### config.mk
export PLATFORM = sky130hd
export DESIGN_NAME = xnor_sync_correlator
export DESIGN_NICKNAME = d
export VERILOG_FILES = /design/src/rtl/xnor_corr_pkg.sv /design/src/rtl/xnor_popcount.sv /design/src/rtl/xnor_sync_correlator.sv
export SDC_FILE = /design/constraint.sdc
export NUM_CORES = 1
export LEC_CHECK = 0
export ABC_AREA = 1
export BUFFER_PORTS_ARGS = -buffer_cell sky130_fd_sc_hd__buf_4
export CAP_MARGIN = 15
export CORE_MARGIN = 2
export CORE_UTILIZATION = 25
export CTS_CLUSTER_DIAMETER = 30
export DETAILED_ROUTE_END_ITERATION = 7
export GPL_ROUTABILITY_DRIVEN = 0
export PLACE_DENSITY = 0.37
export SYNTH_ARGS = -nofsm -noshare
export SYNTH_HDL_FRONTEND = slang
export SYNTH_SLANG_ARGS = --single-unit
export TNS_END_PERCENT = 100
### constraint.sdc
create_clock -name clk -period 5.4 [get_ports clk]
set_clock_uncertainty 0.05 [all_clocks]
set_input_delay 0.54 -clock clk [delete_from_list [all_inputs] [get_ports clk]]
set_output_delay 0.54 -clock clk [all_outputs]
set_load 0.02 [all_outputs]
### src/rtl/xnor_corr_pkg.sv
// Shared types and helpers for the XNOR sync-word correlator.
package xnor_corr_pkg;

    // Frame-alignment state; encodings are visible on the state output port.
    typedef enum logic [1:0] {
        SEARCH = 2'd0,
        VERIFY = 2'd1,
        LOCKED = 2'd2
    } corr_state_e;

    // Bits needed to hold an agreeing-bit count of 0..pat_w.
    function automatic int score_width(input int pat_w);
        return $clog2(pat_w + 1);
    endfunction

endpackage

### src/rtl/xnor_popcount.sv
// Combinational population count of the XNOR agreement vector.
module xnor_popcount
    import xnor_corr_pkg::*;
#(
    parameter int PAT_W = 16,
    parameter int SW    = score_width(PAT_W)
) (
    input  logic [PAT_W-1:0] vec,
    output logic [SW-1:0]    count
);

    // Sum the set bits of the agreement vector.
    always_comb begin
        count = '0;
        for (int i = 0; i < PAT_W; i++) begin
            count = count + SW'(vec[i]);
        end
    end

endmodule

### src/rtl/xnor_sync_correlator.sv
// Serial sync-word correlator with SEARCH/VERIFY/LOCKED frame alignment.
// Optional macro SYNC_INV_DETECT_EN adds inverted-polarity acquisition;
// without it inv stays 0 and only true polarity is detected.
module xnor_sync_correlator
    import xnor_corr_pkg::*;
#(
    parameter int               PAT_W     = 16,
    parameter logic [PAT_W-1:0] SYNC_PAT  = PAT_W'(16'hA5C3),
    parameter int               THRESH    = 16,
    parameter int               FRAME_LEN = 64,
    parameter int               CONFIRM   = 2,
    parameter int               MISS_MAX  = 2
) (
    input  logic                          clk,
    input  logic                          rst_n,
    input  logic                          bit_in,
    input  logic                          bit_vld,
    output logic [score_width(PAT_W)-1:0] score,
    output logic                          match,
    output logic                          frame_start,
    output logic                          locked,
    output logic [1:0]                    state,
    output logic                          inv
);

    localparam int SW = score_width(PAT_W);
    localparam int PW = $clog2(FRAME_LEN);
    localparam int HW = $clog2(CONFIRM + 1);
    localparam int MW = $clog2(MISS_MAX + 1);

    logic [PAT_W-1:0] sr_r, sr_s, xnor_s;
    logic [SW-1:0]    fill_r, fill_s, score_r, new_score_s;
    logic [PW-1:0]    pos_r, pos_s;
    logic [HW-1:0]    hits_r, hits_s;
    logic [MW-1:0]    miss_r, miss_s;
    corr_state_e      state_r, state_s;
    logic             match_r, match_s, fs_r, fs_s, locked_r;
    logic             inv_r, inv_s;
    logic             full_s, true_hit_s, hit_s, check_s;

    assign sr_s   = {sr_r[PAT_W-2:0], bit_in};
    assign xnor_s = ~(sr_s ^ SYNC_PAT);

    xnor_popcount #(.PAT_W(PAT_W), .SW(SW)) u_popcount (
        .vec   (xnor_s),
        .count (new_score_s)
    );

    assign full_s     = (int'(fill_r) + 1) >= PAT_W;
    assign true_hit_s = full_s && (int'(new_score_s) >= THRESH);
    assign check_s    = (int'(pos_r) + 1) == FRAME_LEN;
    assign fill_s     = (int'(fill_r) >= PAT_W) ? fill_r : fill_r + SW'(1);

`ifdef SYNC_INV_DETECT_EN
    logic inv_hit_s;
    assign inv_hit_s = full_s && ((PAT_W - int'(new_score_s)) >= THRESH);

    // SEARCH accepts either polarity; tracking states use the latched one.
    always_comb begin
        if (state_r == SEARCH) begin
            hit_s = true_hit_s || inv_hit_s;
        end else if (inv_r) begin
            hit_s = inv_hit_s;
        end else begin
            hit_s = true_hit_s;
        end
    end
`else
    assign hit_s = true_hit_s;
`endif

    // Next-state and counter update for the accepted bit, using pre-update counters.
    always_comb begin
        state_s = state_r;
        pos_s   = check_s ? '0 : pos_r + PW'(1);
        hits_s  = hits_r;
        miss_s  = miss_r;
        inv_s   = inv_r;
        fs_s    = 1'b0;
        match_s = hit_s;
        case (state_r)
            SEARCH: begin
                if (hit_s) begin
                    pos_s  = '0;
                    hits_s = HW'(1);
`ifdef SYNC_INV_DETECT_EN
                    inv_s  = ~true_hit_s;
`else
                    inv_s  = 1'b0;
`endif
                    if (CONFIRM == 1) begin
                        state_s = LOCKED;
                        miss_s  = '0;
                    end else begin
                        state_s = VERIFY;
                    end
                end else begin
                    state_s = SEARCH;
                end
            end
            VERIFY: begin
                if (check_s && hit_s) begin
                    hits_s = hits_r + HW'(1);
                    if ((int'(hits_r) + 1) >= CONFIRM) begin
                        state_s = LOCKED;
                        miss_s  = '0;
                    end else begin
                        state_s = VERIFY;
                    end
                end else if (check_s) begin
                    state_s = SEARCH;
                    hits_s  = '0;
                    inv_s   = 1'b0;
                end else begin
                    state_s = VERIFY;
                end
            end
            LOCKED: begin
                if (check_s && hit_s) begin
                    miss_s = '0;
                    fs_s   = 1'b1;
                end else if (check_s && ((int'(miss_r) + 1) >= MISS_MAX)) begin
                    state_s = SEARCH;
                    miss_s  = '0;
                    hits_s  = '0;
                    inv_s   = 1'b0;
                end else if (check_s) begin
                    miss_s = miss_r + MW'(1);
                    fs_s   = 1'b1;
                end else begin
                    state_s = LOCKED;
                end
            end
            default: begin
                state_s = SEARCH;
                pos_s   = '0;
                hits_s  = '0;
                miss_s  = '0;
                inv_s   = 1'b0;
                match_s = 1'b0;
            end
        endcase
    end

    // State, window and output registers; only accepted bits advance anything.
    always_ff @(posedge clk) begin
        if (!rst_n) begin
            sr_r     <= '0;
            fill_r   <= '0;
            pos_r    <= '0;
            hits_r   <= '0;
            miss_r   <= '0;
            state_r  <= SEARCH;
            score_r  <= '0;
            match_r  <= 1'b0;
            fs_r     <= 1'b0;
            locked_r <= 1'b0;
            inv_r    <= 1'b0;
        end else if (bit_vld) begin
            sr_r     <= sr_s;
            fill_r   <= fill_s;
            pos_r    <= pos_s;
            hits_r   <= hits_s;
            miss_r   <= miss_s;
            state_r  <= state_s;
            score_r  <= new_score_s;
            match_r  <= match_s;
            fs_r     <= fs_s;
            locked_r <= (state_s == LOCKED);
            inv_r    <= inv_s;
        end else begin
            match_r <= 1'b0;
            fs_r    <= 1'b0;
        end
    end

    assign score       = score_r;
    assign match       = match_r;
    assign frame_start = fs_r;
    assign locked      = locked_r;
    assign state       = state_r;
    assign inv         = inv_r;

endmodule
# Word level (Yosys, flattened, before mapping)
# Cells that the tools add are included.
# Widths: inputs -> output; s select.
[word_totals]
word_cells = 100
output_inout_bits = 11
ff_bits = 41
in_bits = 4
[op_classes]
reduce_logical = 12
mux = 32
order_cmp = 5
addsub = 23
bitwise_logic = 4
eq_ne = 13
[ops]
columns = ["cell", "n"]
rows = [
  ["$add 5x1->5", 14],
  ["$mux 2", 15],
  ["$pmux 2 s3", 3],
  ["$not 16->16", 1],
  ["$ne 2x2->1 const B", 7],
  ["$mux 6", 2],
  ["$pmux 6 s2", 1],
  ["$ge 5x5->1 const B", 2],
  ["$mux 1", 10],
  ["$reduce_and 5->1", 2],
  ["$not 8->8", 1],
  ["$add 6x1->7 const B", 1],
  ["$eq 7x7->1 const B", 1],
  ["$add 2x1->3 const B", 2],
  ["$add 5x1->6 const B", 1],
  ["$add 6x1->6 const B", 1],
  ["$ge 3x2->1 const B", 2],
  ["$ge 6x5->1 const B", 1],
  ["$reduce_and 3->1", 2],
  ["$reduce_and 6->1", 1],
  ["$add 5x1->5 const B", 1],
  ["$add 2x1->2 const B", 2],
  ["$eq 2x2->1 const B", 2],
  ["$ne 4x4->1 const B", 1],
  ["10 further kinds", 13],
]

# Logic depth before layout (Yosys ltp)
# Gate-level depths: netlist of run 1.
[depth]
word_depth = 23
depth_mapped = 24

# Hierarchy
# From an unflattened synthesis of run 1, not the netlist that was laid out.
[hier_totals]
hier_cells = 304
hier_area_um2 = 2308.5
[modules_own_cells]
columns = ["mod", "cells_per_inst", "instances", "area_per_inst_um2"]
rows = [
  ["xnor_sync_correlator", 252, 1, 1894.3],
  ["xnor_popcount", 52, 1, 414.1],
]

# Least setup slack after synthesis of run 1
# Ideal clock, no wire load.
[synth_timing]
kind = "input to register"
start = "in bit_in"
end = "reg hits_r[1]"
required_ns = 5.233
stages = 22
setup_slack_ns = 0.826
arrival_time_ns = 4.407
path_cell_list = "ha_1 -> fa_1 -> inv_1 -> fa_1 -> inv_1 -> fa_1 -> inv_1 -> fa_1 -> inv_1 -> fa_1 -> inv_1 -> fa_1 -> inv_1 -> nand3_1 -> nand2_1 -> nand3_2 -> inv_2 -> nor2_2 -> nor2_1 -> nand3_2 -> o21ai_1 -> nor2_1"
[synth_via]
elab_chain_len = 22
word_cells_on_any_way = 26
classes_between = "15 x add/sub; 1 x order compare; 3 x eq/ne; 2 x mux; 2 x bitwise; 3 x reduce/logical"
[synth_rtl]
columns = ["element", "line_no", "source"]
rows = [
  ["from (decl)", "xnor_sync_correlator.sv:16", "input logic bit_in,"],
  ["$not 8->8 (no source line) *", "--", ""],
  ["$not 16->16 *", "xnor_sync_correlator.sv:42", "assign xnor_s = ~(sr_s ^ SYNC_PAT);"],
  ["$add 1x1->2 *", "xnor_popcount.sv:16", "count = count + SW'(vec[i]);"],
  ["$add 5x1->5 * (14 in series)", "xnor_popcount.sv:16", ""],
  ["$ge 5x5->1 *", "xnor_sync_correlator.sv:50", "assign true_hit_s = full_s && (int'(new_score_s) >= THRESH);"],
  ["$logic_and 1x1->1 *", "xnor_sync_correlator.sv:50", ""],
  ["$logic_and 1x1->1", "xnor_sync_correlator.sv:102, xnor_sync_correlator.sv:119", ""],
  ["$ne 3x3->1 (no source line), or another cell as far along", "--", ""],
  ["$reduce_and 5->1 (no source line) / $pmux 2 s3 (equally long branches)", "--", ""],
  ["to (signal assigned)", "xnor_sync_correlator.sv:163", "hits_r <= hits_s;"],
  ["to (decl)", "xnor_sync_correlator.sv:34", "logic [HW-1:0] hits_r, hits_s;"],
]
# Every way passes the cells marked *; elsewhere a longest branch is shown, timed or not.
# A chain may end at the register's enable or synchronous reset.

# Worst setup path after layout of run 1
[layout_timing]
start = "in bit_in"
end = "reg pos_r[0]"
[layout_via]
elab_chain_len = 21
[layout_rtl]
columns = ["element", "line_no", "source"]
rows = [
  ["$not 8->8 (no source line)", "--", ""],
  ["$not 16->16", "xnor_sync_correlator.sv:42", ""],
  ["$add 1x1->2", "xnor_popcount.sv:16", ""],
  ["$add 5x1->5 (14 in series)", "xnor_popcount.sv:16", ""],
  ["$ge 5x5->1", "xnor_sync_correlator.sv:50", ""],
  ["$logic_and 1x1->1", "xnor_sync_correlator.sv:50", ""],
  ["$mux 6", "xnor_sync_correlator.sv:83", "if (hit_s) begin"],
  ["$pmux 6 s2", "xnor_sync_correlator.sv:81", "case (state_r)"],
  ["to (signal assigned)", "xnor_sync_correlator.sv:162", "pos_r <= pos_s;"],
  ["to (decl)", "xnor_sync_correlator.sv:33", "logic [PW-1:0] pos_r, pos_s;"],
]
# No other way between the ends.

==> impl_results.html, run 1 <==
<table>
<tr><th>Metric</th><th>Value</th></tr>
<tr><th colspan="2">Status</th></tr>
<tr><td>Status</td><td>finished, final reports clean</td></tr>
<tr><th colspan="2">Worst setup path</th></tr>
<tr><td>Peak fanout along the critical path</td><td>5</td></tr>
<tr><td>Destination of the worst register-to-register timing path</td><td>pos_r[0]$_SDFFE_PN0P_</td></tr>
<tr><td>Class of the most critical setup path</td><td>in -&gt; reg</td></tr>
<tr><td>Crit path capture type</td><td>flop</td></tr>
<tr><td>Combined buffer and inverter count along the critical path</td><td>9</td></tr>
<tr><td>Delay-heaviest family, CP</td><td>adder cells</td></tr>
<tr><td>Slowest stage cell, crit path</td><td>sky130_fd_sc_hd__fa_1</td></tr>
<tr><td>Cell breakdown of the critical path</td><td>buf_4, ha_1, fa_1, inv_1, fa_1, inv_1, fa_1, inv_1, fa_1, inv_1, fa_1, inv_1, fa_1, inv_1, nand3_1, nand2_1, nand3_2, inv_2, nor2_2, nor2_1, inv_1, nand3_1, a21oi_1</td></tr>
<tr><td>Largest stage delay on the critical path</td><td>0.50 ns</td></tr>
<tr><td>Worst endpoint data arrival time</td><td>roughly 4.8 ns</td></tr>
<tr><td>Setup slack on the worst flop-to-flop path</td><td>between 0.8 and 0.9 ns</td></tr>
<tr><td>Startpoint of the worst-slack reg-to-reg timing path</td><td>sr_r[0]$_SDFFE_PN0P_</td></tr>
<tr><td>Kind of launch point of the worst setup path</td><td>input port</td></tr>
<tr><td>Required @ worst endpoint</td><td>5.54 ns</td></tr>
<tr><td>Cell with the most instances on the worst path</td><td>sky130_fd_sc_hd__inv_1</td></tr>
<tr><td>Count of cells along the worst register-to-register path</td><td>22</td></tr>
<tr><th colspan="2">Placement</th></tr>
<tr><td>Post-detail-place hpwl</td><td>3250 um</td></tr>
<tr><td>Number of cells in the design after placement</td><td>399</td></tr>
<tr><td># port buffers</td><td>13</td></tr>
<tr><th colspan="2">Synthesis</th></tr>
<tr><td>Adder and majority cell fraction of the synthesized area</td><td>approximately 16%</td></tr>
<tr><td>Mean post-synth cell area</td><td>~7.7 sq um</td></tr>
<tr><td>Xor and xnor fraction of the mapped netlist area</td><td>0.397%</td></tr>
<tr><td>Area of the mapped netlist</td><td>2200 sq um</td></tr>
<tr><td>Simple-gate share of the synthesized area</td><td>21.1%</td></tr>
<tr><td>Post-synthesis mux area share</td><td>0%</td></tr>
<tr><td>Complex-gate fraction of the synthesized area</td><td>14.8%</td></tr>
<tr><td>Flops &amp; latches, synth</td><td>40</td></tr>
<tr><td>Part of the Yosys area used for sequential elements</td><td>36.3%</td></tr>
<tr><td>Distinct cell type count of the synthesized netlist</td><td>31</td></tr>
<tr><td>Dominant combinational cell family by area after synthesis</td><td>simple AND/OR/NAND/NOR gates</td></tr>
<tr><td>Yosys synthesis warning count</td><td>0</td></tr>
<tr><td>Syn_nets</td><td>about 310</td></tr>
<tr><td>Synthesized instance count</td><td>287</td></tr>
<tr><th colspan="2">STA</th></tr>
<tr><td>Time the worst path needs with I/O delays and setup</td><td>4.64 ns</td></tr>
<tr><td>Number of hold violations in the final report</td><td>0</td></tr>
<tr><td>Setup repair after global routing missed its margin</td><td>false</td></tr>
<tr><td>Final sum of negative setup slack</td><td>0 ns</td></tr>
<tr><td>Worst Tran Pin Value</td><td>roughly 0.81 ns</td></tr>
<tr><td>Final Setup Violations</td><td>0</td></tr>
<tr><td>Post-route fraction of the period consumed by the critical path</td><td>a little under nine tenths</td></tr>
<tr><td>Number of max-slew violations in the final report</td><td>0</td></tr>
<tr><td>Worst relative slew slack</td><td>46.1%</td></tr>
<tr><td>Highest clock frequency the design can meet</td><td>215 MHz</td></tr>
<tr><td>Worst slack on hold paths</td><td>0.430 ns</td></tr>
<tr><th colspan="2">CTS</th></tr>
<tr><td># Post-CTS Setup Buffers</td><td>0</td></tr>
<tr><td>Worst-skew pair later-pin latency</td><td>0.30 ns</td></tr>
<tr><td>Total clock sinks</td><td>40</td></tr>
<tr><td>Clock tree from TritonCTS</td><td>done</td></tr>
<tr><td>H-tree depth reported by CTS</td><td>2</td></tr>
<tr><td>Total CTS buffers</td><td>5</td></tr>
<tr><td>Clock Path Buffers</td><td>2</td></tr>
<tr><td>CTS clk-pin slew, worst paths</td><td>around 0.090 ns</td></tr>
<tr><td>Buffer type at the clock tree root</td><td>sky130_fd_sc_hd__clkbuf_8</td></tr>
<tr><td>Post-CTS resize count</td><td>0</td></tr>
<tr><td>Hold-fix buffers at CTS</td><td>0</td></tr>
<tr><th colspan="2">Pwr</th></tr>
<tr><td>Clock network power share</td><td>28.0%</td></tr>
<tr><td>Internal power</td><td>517 uW</td></tr>
<tr><td>Proportion of power drawn by flip-flops and latches</td><td>42.1%</td></tr>
<tr><td>Part of the power in combinational logic</td><td>30.0%</td></tr>
<tr><td>Switching power</td><td>about 260 uW</td></tr>
<tr><td>Switching fraction of total power</td><td>33.2%</td></tr>
<tr><td>Highest ir drop seen on vdd</td><td>approximately 0.16 mV</td></tr>
<tr><td>Total power per unit cell area</td><td>310 nW/um^2</td></tr>
<tr><td>Standby leakage power</td><td>0.00106 uW</td></tr>
<tr><th colspan="2">Final layout</th></tr>
<tr><td>Share of layout cells above drive strength 1</td><td>12.7%</td></tr>
<tr><td>Most frequent cells in the layout</td><td>48 x sky130_fd_sc_hd__inv_1, 40 x sky130_fd_sc_hd__dfxtp_1, 39 x sky130_fd_sc_hd__nand2_1, 30 x sky130_fd_sc_hd__a21oi_1, 28 x sky130_fd_sc_hd__o21ai_0</td></tr>
<tr><td>Area growth from synthesis to final layout</td><td>13.1%</td></tr>
<tr><td>Count of placed standard cells in the final layout, fillers left out</td><td>407</td></tr>
<tr><td>Antenna diode count</td><td>0</td></tr>
<tr><td>Nets</td><td>325</td></tr>
<tr><td>Most common cell after layout, fill and taps aside</td><td>sky130_fd_sc_hd__inv_1</td></tr>
<tr><th colspan="2">Min path</th></tr>
<tr><td>Worst Hold Endpoint</td><td>sr_r[0]$_SDFFE_PN0P_</td></tr>
<tr><td>Hold-critical path depth</td><td>3</td></tr>
<tr><td>Worst Hold Launch</td><td>bit_in</td></tr>
<tr><td>Hold Crit Class</td><td>in -&gt; reg</td></tr>
<tr><th colspan="2">Floorplanning</th></tr>
<tr><td>I/O pin cnt</td><td>15</td></tr>
<tr><td>Starting density of the core</td><td>25.5%</td></tr>
<tr><td>Core area</td><td>8640 sq um</td></tr>
<tr><td>Die height</td><td>97.9 um</td></tr>
<tr><td>Horizontal extent of the die</td><td>97.9 um</td></tr>
<tr><td>Die ar.</td><td>between 9000 and 10000 sq um</td></tr>
<tr><td>Rows</td><td>34</td></tr>
<tr><th colspan="2">Global routing</th></tr>
<tr><td>Global-route wire length before repair</td><td>8020 um</td></tr>
<tr><td>Antenna violations before repair</td><td>0</td></tr>
<tr><td>GRT Resource Usage Total</td><td>10.4%</td></tr>
<tr><td>Congestion Overflow GR</td><td>0</td></tr>
<tr><td>Maximum number of pins on one net before global-route repair</td><td>34</td></tr>
<tr><td>Via count of the first global-routing pass</td><td>1653</td></tr>
<tr><th colspan="2">Route</th></tr>
<tr><td>Detailed Routing Iterations Pass 1</td><td>4</td></tr>
<tr><td>Detail-routed net length per standard cell</td><td>11.4 um</td></tr>
<tr><td>Via count normalized by instance count</td><td>between 4 and 5</td></tr>
<tr><td>Detailed router's first-iteration violation count</td><td>37</td></tr>
<tr><td>WL final</td><td>4640 um</td></tr>
<tr><td>Post-detailed-route count of antenna-violating nets</td><td>0</td></tr>
<tr><td>Count of vias placed by the detailed router</td><td>1760</td></tr>
<tr><td>Residual DRC</td><td>0</td></tr>
<tr><th colspan="2">Run</th></tr>
<tr><td>Number of max-capacitance violations reported</td><td>0</td></tr>
</table>
per-layer routing:
metal,share of wire (%),global-route usage [%],up-vias,wire [um]
met3,3.1,2.65,5,146
met5,0,0,-,0
met4,1.6,3.85,0,72
met1,49,13.1,795,2250
li1,-,-,940,-
met2,47,17.1,20,2160
cell usage after synthesis, drive strengths merged:
master,n,share of area (%)
a21oi,31,7.2
a31oi,1,0.28
and3,1,0.28
buf,3,0.74
clkbuf,6,1.0
clkinv,2,0.34
conb,1,0.17
dfxtp,40,36
fa,10,9.1
ha,13,7.4
inv,51,8.7
nand2,42,7.5
nand3,16,4.5
nand3b,1,0.51
nand4,5,1.4
nor2,27,5.4
nor3,3,0.91
o211ai,2,0.68
o21ai,29,6.6
or2,2,0.57
xor2,1,0.40
worst max-delay path by stage:
stage,from,end,cells after the start
final,bit_in,pos_r[0]$_SDFFE_PN0P_,23
after global routing,bit_in,pos_r[5]$_SDFFE_PN0P_,23
after CTS,bit_in,pos_r[0]$_SDFFE_PN0P_,23
after detailed placement,bit_in,pos_r[3]$_SDFFE_PN0P_,23
after global placement,bit_in,pos_r[3]$_SDFFE_PN0P_,23
after floorplan,bit_in,hits_r[1]$_SDFFE_PN0P_,22
cell type report:
cell class,count,area [sq um]
fill,950,6140
multi-input combinational,185,1170
sequential,40,801
inverter,53,199
tap,108,135
timing repair buffer,13,97.6
clock buffer,7,86.3
clock inverter,1,7.51
state kept, by name, indices dropped and copies added, names as in the netlist:
signal,cells
sr_r,15
pos_r,6
fill_r,5
score,5
hits_r,2
miss_r,2
state,2
frame_start,1
locked,1
match,1
logic make-up after synthesis:
| group | count (synthesis) |
|---|---|
| AND/OR/NAND/NOR | 97 |
| AO/OA/AOI/OAI | 63 |
| adder cells (fa/ha/maj) | 23 |
| buffers and inverters | 62 |
| other | 1 |
| XOR/XNOR | 1 |
| flip-flops | 40 |
power groups by stage:
stage          Sequential (uW)  Combinational [uW]  Clock [uW]
6_report                   326                 232         216
5_1_grt                    329                 276         239
4_1_cts                    326                 240         226
3_5_place_dp               333                 237           0
3_3_place_gp               333                 247           0
2_1_floorplan              344                 160           0
worst reg2reg max path, stage by stage (launching register included):
cell	delay [ns]
sky130_fd_sc_hd__dfxtp_1	0.32
sky130_fd_sc_hd__ha_1	0.29
sky130_fd_sc_hd__fa_1	0.50
sky130_fd_sc_hd__inv_1	0.05
sky130_fd_sc_hd__fa_1	0.49
sky130_fd_sc_hd__inv_1	0.05
sky130_fd_sc_hd__fa_1	0.49
sky130_fd_sc_hd__inv_1	0.05
sky130_fd_sc_hd__fa_1	0.44
sky130_fd_sc_hd__inv_1	0.09
sky130_fd_sc_hd__fa_1	0.18
sky130_fd_sc_hd__inv_1	0.05
sky130_fd_sc_hd__fa_1	0.39
sky130_fd_sc_hd__inv_1	0.07
sky130_fd_sc_hd__nand3_1	0.06
sky130_fd_sc_hd__nand2_1	0.10
sky130_fd_sc_hd__nand3_2	0.17
sky130_fd_sc_hd__inv_2	0.12
sky130_fd_sc_hd__nor2_2	0.04
sky130_fd_sc_hd__nor2_1	0.20
sky130_fd_sc_hd__inv_1	0.12
sky130_fd_sc_hd__nand3_1	0.08
sky130_fd_sc_hd__a21oi_1	0.07
per-stage QoR:
step / area, sq um / setup slack (ns) / utilization (%) / power [uW]
6_report: 2490 / 0.759 / 28.9 / 774
3_5_place_dp: 2400 / 0.392 / 27.8 / 570
2_1_floorplan: 2200 / 0.826 / - / 504
5_1_grt: 2490 / 0.493 / 28.9 / 844
3_3_place_gp: 2400 / 0.427 / 27.8 / 580
4_1_cts: 2490 / 0.719 / 28.9 / 792
No activity file was read; power rests on OpenSTA's default activity.
==> inputs of run 2 (changes only) <==
Settings changed: MAX_ROUTING_LAYER set to met4.
==> impl_results.html, run 2 (same netlist as run 1, synthesis figures left out) <==
<table>
<tr><th>Metric</th><th>Value</th></tr>
<tr><th colspan="2">Pwr</th></tr>
<tr><td>Part of the power in combinational logic</td><td>30.0%</td></tr>
<tr><td>Switching fraction of total power</td><td>33.1%</td></tr>
<tr><td>Total power per unit cell area</td><td>310 nW/um^2</td></tr>
<tr><td>Highest ir drop seen on vdd</td><td>~0.16 mV</td></tr>
<tr><td>Internal power</td><td>between 500 and 600 uW</td></tr>
<tr><td>Switching power</td><td>256 uW</td></tr>
<tr><td>Proportion of power drawn by flip-flops and latches</td><td>42.1%</td></tr>
<tr><td>Standby leakage power</td><td>roughly 0.0011 uW</td></tr>
<tr><td>Clock network power share</td><td>27.9%</td></tr>
<tr><th colspan="2">Global routing</th></tr>
<tr><td>GRT met3 Usage</td><td>2.65%</td></tr>
<tr><td>GRT Resource Usage Total</td><td>between 10% and 20%</td></tr>
<tr><td>Global Route met2 Usage</td><td>17.1%</td></tr>
<tr><td>Antenna violations before repair</td><td>0</td></tr>
<tr><td>Congestion Overflow GR</td><td>0</td></tr>
<tr><td>Global routing met1 resource utilization</td><td>13.1%</td></tr>
<tr><td>Maximum number of pins on one net before global-route repair</td><td>34</td></tr>
<tr><td>Layer carrying the most global-route usage</td><td>met2</td></tr>
<tr><td>Via count of the first global-routing pass</td><td>around 1700</td></tr>
<tr><td>Global-route wire length before repair</td><td>8030 um</td></tr>
<tr><th colspan="2">Route</th></tr>
<tr><td>WL final</td><td>4630 um</td></tr>
<tr><td>Count of vias placed by the detailed router</td><td>1760</td></tr>
<tr><td>Detailed router's first-iteration violation count</td><td>35</td></tr>
<tr><td>Residual DRC</td><td>0</td></tr>
<tr><td>Via count normalized by instance count</td><td>between 4 and 5</td></tr>
<tr><td>Detailed Routing Iterations Pass 1</td><td>4</td></tr>
<tr><td>Post-detailed-route count of antenna-violating nets</td><td>0</td></tr>
<tr><td>Detail-routed net length per standard cell</td><td>around 11 um</td></tr>
<tr><th colspan="2">Final layout</th></tr>
<tr><td>Most common cell after layout, fill and taps aside</td><td>sky130_fd_sc_hd__inv_1</td></tr>
<tr><td>Nets</td><td>between 300 and 400</td></tr>
<tr><td>Share of layout cells above drive strength 1</td><td>between 10 and 15%</td></tr>
<tr><td>Core occupancy in the finished layout</td><td>between 20% and 30%</td></tr>
<tr><td>Flip-flop count of the largest register after layout</td><td>15</td></tr>
<tr><td>Antenna diode count</td><td>0</td></tr>
<tr><td>Area growth from synthesis to final layout</td><td>13.1%</td></tr>
<tr><td>Top register by number of flip-flops</td><td>sr_r</td></tr>
<tr><td>Number of filler cells placed in the layout</td><td>950</td></tr>
<tr><td>Largest regs</td><td>sr_r (15), pos_r (6)</td></tr>
<tr><td>Most frequent cells in the layout</td><td>48 x sky130_fd_sc_hd__inv_1, 40 x sky130_fd_sc_hd__dfxtp_1, 39 x sky130_fd_sc_hd__nand2_1, 30 x sky130_fd_sc_hd__a21oi_1, 28 x sky130_fd_sc_hd__o21ai_0</td></tr>
<tr><th colspan="2">STA</th></tr>
<tr><td>Setup repair after global routing missed its margin</td><td>false</td></tr>
<tr><td>Worst relative slew slack</td><td>a little under half</td></tr>
<tr><td>Post-route fraction of the period consumed by the critical path</td><td>86.0%</td></tr>
<tr><td>Number of max-slew violations in the final report</td><td>0</td></tr>
<tr><td>Highest clock frequency the design can meet</td><td>215 MHz</td></tr>
<tr><td>Number of hold violations in the final report</td><td>0</td></tr>
<tr><td>Time the worst path needs with I/O delays and setup</td><td>~4.6 ns</td></tr>
<tr><td>Worst slack on hold paths</td><td>0.431 ns</td></tr>
<tr><td>Final Setup Violations</td><td>0</td></tr>
<tr><td>Worst Tran Pin Value</td><td>0.807 ns</td></tr>
<tr><td>Final sum of negative setup slack</td><td>0 ns</td></tr>
<tr><th colspan="2">Floorplanning</th></tr>
<tr><td>Die ar.</td><td>9590 sq um</td></tr>
<tr><td>Horizontal extent of the die</td><td>97.9 um</td></tr>
<tr><td>I/O pin cnt</td><td>15</td></tr>
<tr><td>Rows</td><td>34</td></tr>
<tr><td>Die height</td><td>around 100 um</td></tr>
<tr><td>Core area</td><td>around 8600 sq um</td></tr>
<tr><td>Starting density of the core</td><td>about a quarter</td></tr>
<tr><th colspan="2">CTS</th></tr>
<tr><td>Clock Path Buffers</td><td>2</td></tr>
<tr><td>Buffer type at the clock tree root</td><td>sky130_fd_sc_hd__clkbuf_8</td></tr>
<tr><td>Post-CTS resize count</td><td>0</td></tr>
<tr><td># Post-CTS Setup Buffers</td><td>0</td></tr>
<tr><td>Total clock sinks</td><td>40</td></tr>
<tr><td>Clock tree from TritonCTS</td><td>done</td></tr>
<tr><td>Hold-fix buffers at CTS</td><td>0</td></tr>
<tr><td>Worst-skew pair later-pin latency</td><td>0.30 ns</td></tr>
<tr><td>H-tree depth reported by CTS</td><td>2</td></tr>
<tr><td>CTS clk-pin slew, worst paths</td><td>0.09 ns</td></tr>
<tr><td>Total CTS buffers</td><td>5</td></tr>
<tr><th colspan="2">Worst setup path</th></tr>
<tr><td>Peak fanout along the critical path</td><td>5</td></tr>
<tr><td>Kind of launch point of the worst setup path</td><td>input port</td></tr>
<tr><td>Crit path capture type</td><td>flop</td></tr>
<tr><td>Cell with the most instances on the worst path</td><td>sky130_fd_sc_hd__inv_1</td></tr>
<tr><td>Worst endpoint data arrival time</td><td>4.78 ns</td></tr>
<tr><td>Class of the most critical setup path</td><td>in -&gt; reg</td></tr>
<tr><td>Slowest stage cell, crit path</td><td>sky130_fd_sc_hd__fa_1</td></tr>
<tr><td>Cell breakdown of the critical path</td><td>buf_4, ha_1, fa_1, inv_1, fa_1, inv_1, fa_1, inv_1, fa_1, inv_1, fa_1, inv_1, fa_1, inv_1, nand3_1, nand2_1, nand3_2, inv_2, nor2_2, nor2_1, inv_1, nand3_1, a21oi_1</td></tr>
<tr><td>Required @ worst endpoint</td><td>5.54 ns</td></tr>
<tr><td>Largest stage delay on the critical path</td><td>0.50 ns</td></tr>
<tr><th colspan="2">Placement</th></tr>
<tr><td>Post-detail-place hpwl</td><td>3250 um</td></tr>
<tr><td># port buffers</td><td>13</td></tr>
<tr><th colspan="2">Run</th></tr>
<tr><td>Number of max-capacitance violations reported</td><td>0</td></tr>
<tr><th colspan="2">Min path</th></tr>
<tr><td>Hold Crit Class</td><td>in -&gt; reg</td></tr>
<tr><th colspan="2">Status</th></tr>
<tr><td>Status</td><td>finished, final reports clean</td></tr>
</table>
-- run 2: cell counts in the layout (fill, tap and decap cells not counted) --
No cell type changed its count.
-- run 2: routing by layer --
| metal | share of wire, % | vias up |
|---|---|---|
| li1 | - | 940 |
| met1 | 49 | 795 |
| met2 | 47 | 20 |
| met3 | 3.2 | 5 |
| met4 | 1.6 | 0 |
| met5 | 0 | - |
-- run 2: final cells by class --
type | count | area, sq um | share of cell area, %
clock buffers | 7 | 86.3 | 3.46
clock inverters | 1 | 7.51 | 0.301
inverters | 53 | 199 | 7.98
repair buffers | 13 | 97.6 | 3.92
flip-flops and latches | 40 | 801 | 32.1
well taps | 108 | 135 | 5.42
multi-input cells | 185 | 1170 | 46.8
-- run 2: worst max-delay path: cells and delay by family --
family                   cells  cell delay [ns]
buffers and inverters        9             0.71
AND/OR/NAND/NOR              6             0.65
adder cells (fa/ha/maj)      7             2.79
AO/OA/AOI/OAI                1             0.07
-- run 2: final timing paths --
path	from	to	slack (ns)	depth (start not counted)
worst max-delay path	bit_in	pos_r[0]$_SDFFE_PN0P_	0.76	23
worst min-delay path	bit_in	sr_r[0]$_SDFFE_PN0P_	0.43	3
worst max register to register	sr_r[0]$_SDFFE_PN0P_	pos_r[0]$_SDFFE_PN0P_	0.81	22
worst min register to register	locked$_SDFFE_PN0P_	locked$_SDFFE_PN0P_	0.43	2
-- run 2: metrics by stage --
step                      instances  setup slack, ns  area [sq um]  total power, uW
after floorplan                 287            0.826          2200              504
after global placement          399            0.427          2400              580
after detailed placement        399            0.392          2400              570
after CTS                       407            0.719          2490              792
after global routing            407            0.493          2490              844
final                           407            0.758          2490              773
-- run 2: power groups by stage --
| stage | Clock, uW | Combinational [uW] | Sequential [uW] |
|---|---|---|---|
| floorplan | 0 | 160 | 344 |
| global placement | 0 | 247 | 333 |
| detailed placement | 0 | 237 | 333 |
| CTS | 226 | 240 | 326 |
| global route | 239 | 276 | 329 |
| finish | 216 | 232 | 326 |
